$ cat src/rtl/change_logger_if.sv
// change_logger_if
//   Groups the monitored-bus inputs and the event-FIFO read side of
//   change_logger into one bundle.
//
//   Signals
//     din        producer -> logger   monitored value
//     en         producer -> logger   logging enable
//     clear      producer -> logger   clears the sticky overflow flag
//     out_ready  consumer -> logger   consumer accepts the head entry
//     out_valid  logger -> consumer   FIFO non-empty, head entry presented
//     out_data   logger -> consumer   logged value of the head entry
//     out_ts     logger -> consumer   timestamp of the head entry
//     level      logger -> consumer   number of stored entries
//     overflow   logger -> consumer   sticky flag, an event was dropped
//
//   Modports
//     slave   the logger side (change_logger)
//     master  the environment side (producer + consumer)
interface change_logger_if #(
    parameter int DATA_W = 3,
    parameter int DEPTH  = 4,
    parameter int TS_W   = 8
);
    localparam int LVL_W = $clog2(DEPTH) + 1;

    logic [DATA_W-1:0] din;
    logic              en;
    logic              clear;
    logic              out_ready;
    logic              out_valid;
    logic [DATA_W-1:0] out_data;
    logic [TS_W-1:0]   out_ts;
    logic [LVL_W-1:0]  level;
    logic              overflow;

    modport slave (
        input  din,
        input  en,
        input  clear,
        input  out_ready,
        output out_valid,
        output out_data,
        output out_ts,
        output level,
        output overflow
    );

    modport master (
        output din,
        output en,
        output clear,
        output out_ready,
        input  out_valid,
        input  out_data,
        input  out_ts,
        input  level,
        input  overflow
    );
endinterface

$ cat src/rtl/change_logger.sv
// change_logger
//   Watches a DATA_W-wide bus and, whenever it changes while logging is
//   enabled, stores {new value, timestamp} in a small FIFO. The timestamp
//   is a free-running TS_W-bit cycle counter; the value recorded is the
//   counter as it stood just before the edge that saw the change.
//   When the FIFO is full and nothing is popped on the same edge, the
//   event is dropped and a sticky overflow flag is raised.
//
//   Ports
//     clk    single clock, all state on the rising edge
//     rst_n  asynchronous active-low reset
//     bus    change_logger_if.slave (din/en/clear/out_ready in;
//            out_valid/out_data/out_ts/level/overflow out)
//
//   DEPTH must be a power of two >= 2 so the pointers wrap naturally.
module change_logger #(
    parameter int DATA_W = 3,
    parameter int DEPTH  = 4,
    parameter int TS_W   = 8
) (
    input  logic            clk,
    input  logic            rst_n,
    change_logger_if.slave  bus
);
    localparam int AW    = $clog2(DEPTH);
    localparam int LVL_W = AW + 1;
    localparam int ENT_W = DATA_W + TS_W;

    logic [TS_W-1:0]   ts;
    logic [DATA_W-1:0] prev;
    logic [AW-1:0]     wr_ptr;
    logic [AW-1:0]     rd_ptr;
    logic [LVL_W-1:0]  level;
    logic              overflow;
    logic [ENT_W-1:0]  mem [DEPTH];

    logic              change;
    logic              full;
    logic              not_empty;
    logic              pop;
    logic              push;
    logic              drop;
    logic [ENT_W-1:0]  head;

    assign change    = bus.en && (bus.din != prev);
    assign not_empty = (level != '0);
    assign full      = (level == LVL_W'(DEPTH));
    assign pop       = not_empty && bus.out_ready;
    // A pop on the same edge frees the slot, so a full FIFO still accepts.
    assign push      = change && (!full || pop);
    assign drop      = change && full && !pop;

    always_ff @(posedge clk or negedge rst_n) begin
        if (!rst_n) begin
            ts       <= '0;
            prev     <= '0;
            wr_ptr   <= '0;
            rd_ptr   <= '0;
            level    <= '0;
            overflow <= 1'b0;
        end else begin
            ts   <= ts + TS_W'(1);
            prev <= bus.din;
            if (push) begin
                wr_ptr <= wr_ptr + AW'(1);
            end
            if (pop) begin
                rd_ptr <= rd_ptr + AW'(1);
            end
            case ({push, pop})
                2'b10:   level <= level + LVL_W'(1);
                2'b01:   level <= level - LVL_W'(1);
                default: level <= level;
            endcase
            // Set has priority over clear so a drop is never lost.
            if (drop) begin
                overflow <= 1'b1;
            end else if (bus.clear) begin
                overflow <= 1'b0;
            end
        end
    end

    // Storage needs no reset: outputs are masked while the FIFO is empty.
    always_ff @(posedge clk) begin
        if (push) begin
            mem[wr_ptr] <= {bus.din, ts};
        end
    end

    assign head = mem[rd_ptr];

    assign bus.out_valid = not_empty;
    assign bus.out_data  = not_empty ? head[TS_W +: DATA_W] : '0;
    assign bus.out_ts    = not_empty ? head[TS_W-1:0]       : '0;
    assign bus.level     = level;
    assign bus.overflow  = overflow;
endmodule

$ cat src/flat_wrapper.sv
// flat-port wrapper written by rule: the top's interface ports become plain ports
module change_logger_flat 
#(
    parameter int DATA_W = 3,
    parameter int DEPTH  = 4,
    parameter int TS_W   = 8
)
  (clk, rst_n, bus_din, bus_en, bus_clear, bus_out_ready, bus_out_valid, bus_out_data, bus_out_ts, bus_level, bus_overflow);
  change_logger_if #(.DATA_W(DATA_W), .DEPTH(DEPTH), .TS_W(TS_W)) bus_i ();
  input  logic clk;
  input  logic rst_n;
  input wire logic [$bits(bus_i.din)-1:0] bus_din;
  input wire logic [$bits(bus_i.en)-1:0] bus_en;
  input wire logic [$bits(bus_i.clear)-1:0] bus_clear;
  input wire logic [$bits(bus_i.out_ready)-1:0] bus_out_ready;
  output wire logic [$bits(bus_i.out_valid)-1:0] bus_out_valid;
  output wire logic [$bits(bus_i.out_data)-1:0] bus_out_data;
  output wire logic [$bits(bus_i.out_ts)-1:0] bus_out_ts;
  output wire logic [$bits(bus_i.level)-1:0] bus_level;
  output wire logic [$bits(bus_i.overflow)-1:0] bus_overflow;
  assign bus_i.din = bus_din;
  assign bus_i.en = bus_en;
  assign bus_i.clear = bus_clear;
  assign bus_i.out_ready = bus_out_ready;
  assign bus_out_valid = bus_i.out_valid;
  assign bus_out_data = bus_i.out_data;
  assign bus_out_ts = bus_i.out_ts;
  assign bus_level = bus_i.level;
  assign bus_overflow = bus_i.overflow;
  change_logger #(.DATA_W(DATA_W), .DEPTH(DEPTH), .TS_W(TS_W)) u_core (.clk(clk), .rst_n(rst_n), .bus(bus_i));
endmodule
$ cat config.mk
export PLATFORM = sky130hd
export DESIGN_NAME = change_logger_flat
export DESIGN_NICKNAME = d
export VERILOG_FILES = /design/src/rtl/change_logger_if.sv /design/src/rtl/change_logger.sv /design/src/flat_wrapper.sv
export SDC_FILE = /design/constraint.sdc
export NUM_CORES = 1
export LEC_CHECK = 0
export CAP_MARGIN = 20
export CORE_MARGIN = 5
export CORE_UTILIZATION = 51
export DETAILED_ROUTE_END_ITERATION = 8
export PLACE_DENSITY = 0.78
export SYNTH_ARGS = -nofsm -noshare
export SYNTH_HDL_FRONTEND = slang
export SYNTH_SLANG_ARGS = --single-unit
$ cat constraint.sdc
create_clock -name clk -period 2 [get_ports clk]
set_input_delay 0.4 -clock clk [delete_from_list [all_inputs] [get_ports clk]]
set_output_delay 0.4 -clock clk [all_outputs]
set_load 0.01 [all_outputs]
==> results of run 1 <==
[state kept, by name (all words and copies together), names as in the netlist]
signal and count:
u_core.bus.overflow 1, u_core.ts 8, u_core.bus.level 3, u_core.wr_ptr 2
u_core.prev 3, u_core.mem 44, u_core.rd_ptr 2
[final cells by class]
type | instances | share of cell area
timing repair buffer | 54 | 0.164
clock buffer | 10 | 0.0362
tap | 70 | 0.0248
clock inverter | 6 | 0.0174
multi-input combinational | 86 | 0.242
sequential | 63 | 0.510
inverter | 6 | 0.00639
[synthesized netlist by cell type]
cell type	count	area, um^2
xnor2_1	9	78.8
a21oi_1	3	15.0
buf_6	1	11.3
nor2b_1	2	12.5
mux4_2	11	248
fa_1	1	20.0
buf_4	1	7.51
edfxtp_1	44	1320
o31ai_2	1	12.5
nor2_1	5	18.8
nand2_1	10	37.5
o21ai_0	2	10.0
and2_1	15	93.8
o21ai_1	1	5.00
xor2_1	5	43.8
clkbuf_1	2	7.51
nand3_1	5	25.0
nand4_1	1	6.26
a22oi_2	1	12.5
nand3b_1	2	15.0
buf_1	1	3.75
nor4_1	1	6.26
or3_1	1	6.26
o22ai_1	1	6.26
inv_1	6	22.5
nand2_2	1	6.26
dfrtp_1	19	475
mux2i_1	1	10.0
and4_1	1	8.76
ha_1	5	62.6
o31ai_4	1	21.3
[repair_timing]
action,in CTS,in global routing
buffers inserted,7,1
cloned,0,1
hold buffers,0,0
endpoints found under the setup margin,12,58
gates resized for setup,54,32
pin swaps,10,5
[cell families (layout without fill, tap and decap cells)]
logic type,Yosys count,count (layout),synth area share
flip-flops,63,63,0.683
adder cells (fa/ha/maj),6,6,0.0314
buffers and inverters,11,76,0.0200
AO/OA/AOI/OAI,10,10,0.0314
AND/OR/NAND/NOR,44,44,0.0899
XOR/XNOR,14,14,0.0466
multiplexers,12,12,0.0980
[placed cells by master (no fill, tap or decap), types with 2 or more instances in the layout]
| master | n |
|---|---|
| xor2_2 | 2 |
| buf_2 | 3 |
| nand3_1 | 5 |
| o21ai_0 | 2 |
| inv_1 | 6 |
| xor2_1 | 3 |
| dfrtp_1 | 19 |
| and2_1 | 6 |
| buf_12 | 6 |
| clkbuf_8 | 9 |
| clkinv_2 | 3 |
| buf_6 | 13 |
| xnor2_1 | 9 |
| nand3b_1 | 2 |
| buf_4 | 17 |
| and2_4 | 9 |
| a21oi_1 | 3 |
| nand2_2 | 2 |
| nand2_1 | 8 |
| nor2_1 | 5 |
| clkdlybuf4s50_1 | 10 |
| ha_1 | 5 |
| edfxtp_1 | 44 |
| buf_8 | 3 |
| mux4_2 | 11 |
[layer usage]
| metal | wire [um] | GRT usage | vias up |
|---|---|---|---|
| li1 | - | - | 701 |
| met1 | 2130 | 0.196 | 815 |
| met2 | 3230 | 0.300 | 70 |
| met3 | 389 | 0.0373 | 7 |
| met4 | 63 | 0.0864 | 0 |
| met5 | 0 | 0 | - |
[report_power, final]
part / total [mW] / switching [mW] / internal (mW) / leakage [nW]
Combinational: 2.40 / 1.02 / 1.38 / 0.656
Clock: 1.06 / 0.490 / 0.571 / 0.0960
Sequential: 1.74 / 0.0945 / 1.64 / 0.638
[worst max-delay path, delay by kind of cell (launching register included)]
kind	cells	cell delay (ps)
flops	1	370
simple gates	1	160
buf+inv	3	360
mux	1	510
[worst max path at each step]
stage	slack (ps)	cells past startpoint	startpoint	to
finish	-130	5	u_core.rd_ptr[0]	bus_out_ts[0]
global route	-180	5	u_core.rd_ptr[0]	bus_out_ts[0]
CTS	-140	5	u_core.rd_ptr[0]	bus_out_ts[1]
detailed placement	-340	8	bus_din[0]	u_core.bus.level[2]
global placement	-300	8	bus_din[0]	u_core.bus.level[2]
floorplan	40	8	u_core.bus.level[2]	u_core.bus.level[2]
[metrics by stage]
step | setup WS [ps] | util
final | -131 | 0.695
after global routing | -184 | 0.695
after CTS | -139 | 0.666
after detailed placement | -342 | 0.623
after global placement | -304 | 0.623
after floorplan | 38.9 | -
==> impl_metrics.csv, run 1 <==
group,metric,value,unit
status,outcome,"finished with violations",
status,violations,"setup timing",
detailed_routing,dr.pass1.iters,4,
global_route,grt.overflow.total,0,
timing,fin_skew,8.94,ps
global_route,grt_pass1_vias,1653,
timing,setup_slack,-131,ps
floorplan,core_area,5070,um^2
clock_network,h-tree-depth,3,
timing,rsz0062_at_grt,"true",
timing,worstMarginPinSlew,301,ps
timing,fin_setup_tns,-1090,ps
logic_synthesis,ys.warnings.count,0,
cells_and_area,layout-drive-gt1-share,0.400,
timing,fin_crit,2130,ps
setup_path,regToRegStartpoint,"u_core.bus.level[0]",
cells_and_area,stdcell_count,295,
clock_network,clock-sinks,63,
floorplan,rows,26,
logic_synthesis,seq_area_frac_synth,0.683,
timing,holdWs,395,ps
power,p_leak,1.39,nW
detailed_routing,drt_iter0_drc,69,
detailed_routing,vias_per_cell,5.40,
setup_path,path_max_fanout,8,
setup_path,cp_slowest_cell,"mux4_2",
floorplan,io_pins,24,
cells_and_area,multi_input_area,853,um^2
timing,hold_viol_final,0,
setup_path,crit_type,"flop to output pin",
power,p_total,5.20,mW
power,powerDensity,1470,nW/um^2
power,ir_drop,0.000740,V
logic_synthesis,ys_seq_elements,63,
logic_synthesis,syn_inst,160,
clock_network,cts_root_buffer,"clkbuf_8",
global_route,antenna_found_initial,0,
logic_synthesis,synthDistinctLibCells,31,
timing,fmax,469,MHz
min_path,hold_class,"primary input to async pin",
global_route,grt_pass1_wl,7980,um
clock_network,cts.path.max_buffers,2,
setup_path,worstPathCellList,"buf_12 -> buf_8 -> mux4_2 -> and2_4 -> buf_6",
floorplan,die_x,81.8,um
cells_and_area,n_antenna_cell,0,
cells_and_area,finalNetCount,234,
setup_path,required,1600,ps
placement,place_congestion,0.777,
clock_network,clk_latency,340,ps
placement,detailed_place.area,3160,um^2
placement,portBuffers,23,
floorplan,die_h,81.8,um
cells_and_area,area_growth,34.0,%
logic_synthesis,avgSynthCellArea,16.4,um^2
flow_run,maxCapViolations,0,
setup_path,reg2reg_setup_slack,60,ps
detailed_routing,dr_total_vias,1593,
timing,min_period_over_period,1.07,
logic_synthesis,syn-num-nets,174,
setup_path,cp.arrival,1730,ps
timing,setup_viol,11,
clock_network,cts_made_buffers,9,
setup_path,ff2ff_path_depth,9,
floorplan,start_util,0.518,
detailed_routing,drt-total-wl,5810,um
placement,dpl.hpwl,3440,um
clock_network,cts_tree,"done",
global_route,grt_usage,0.171,
detailed_routing,wl_per_cell,19.7,um
cells_and_area,regArea,1800,um^2
floorplan,dieArea,6700,um^2
detailed_routing,ant_nets,0,
logic_synthesis,syn-cell-area,2630,um^2
setup_path,start_kind,"flop",
placement,dp.cells,270,
cells_and_area,design_area,3530,um^2
detailed_routing,drcViolationCount,0,
clock_network,clkTransAtPathRegs,70,ps
setup_path,end_kind,"output pin",
timing,slew_headroom,0.799,
timing,slew_violations,0,
setup_path,r2r-end,"u_core.bus.level[2]",
setup_path,critPathMaxStageDelay,510,ps
global_route,grt_start_max_net_pins,20,
cells_and_area,fillerInstances,347,
(Power assumes the default switching activity.)
==> inputs of run 2 (changes only) <==
--- a/config.mk
+++ b/config.mk
@@ -8,6 +8,7 @@
 export CAP_MARGIN = 20
 export CORE_MARGIN = 5
 export CORE_UTILIZATION = 51
+export CTS_CLUSTER_SIZE = 10
 export DETAILED_ROUTE_END_ITERATION = 8
 export PLACE_DENSITY = 0.78
 export SYNTH_ARGS = -nofsm -noshare
==> results of run 2 <==
The final DEF is identical to that of run 1; final timing and power are the same.
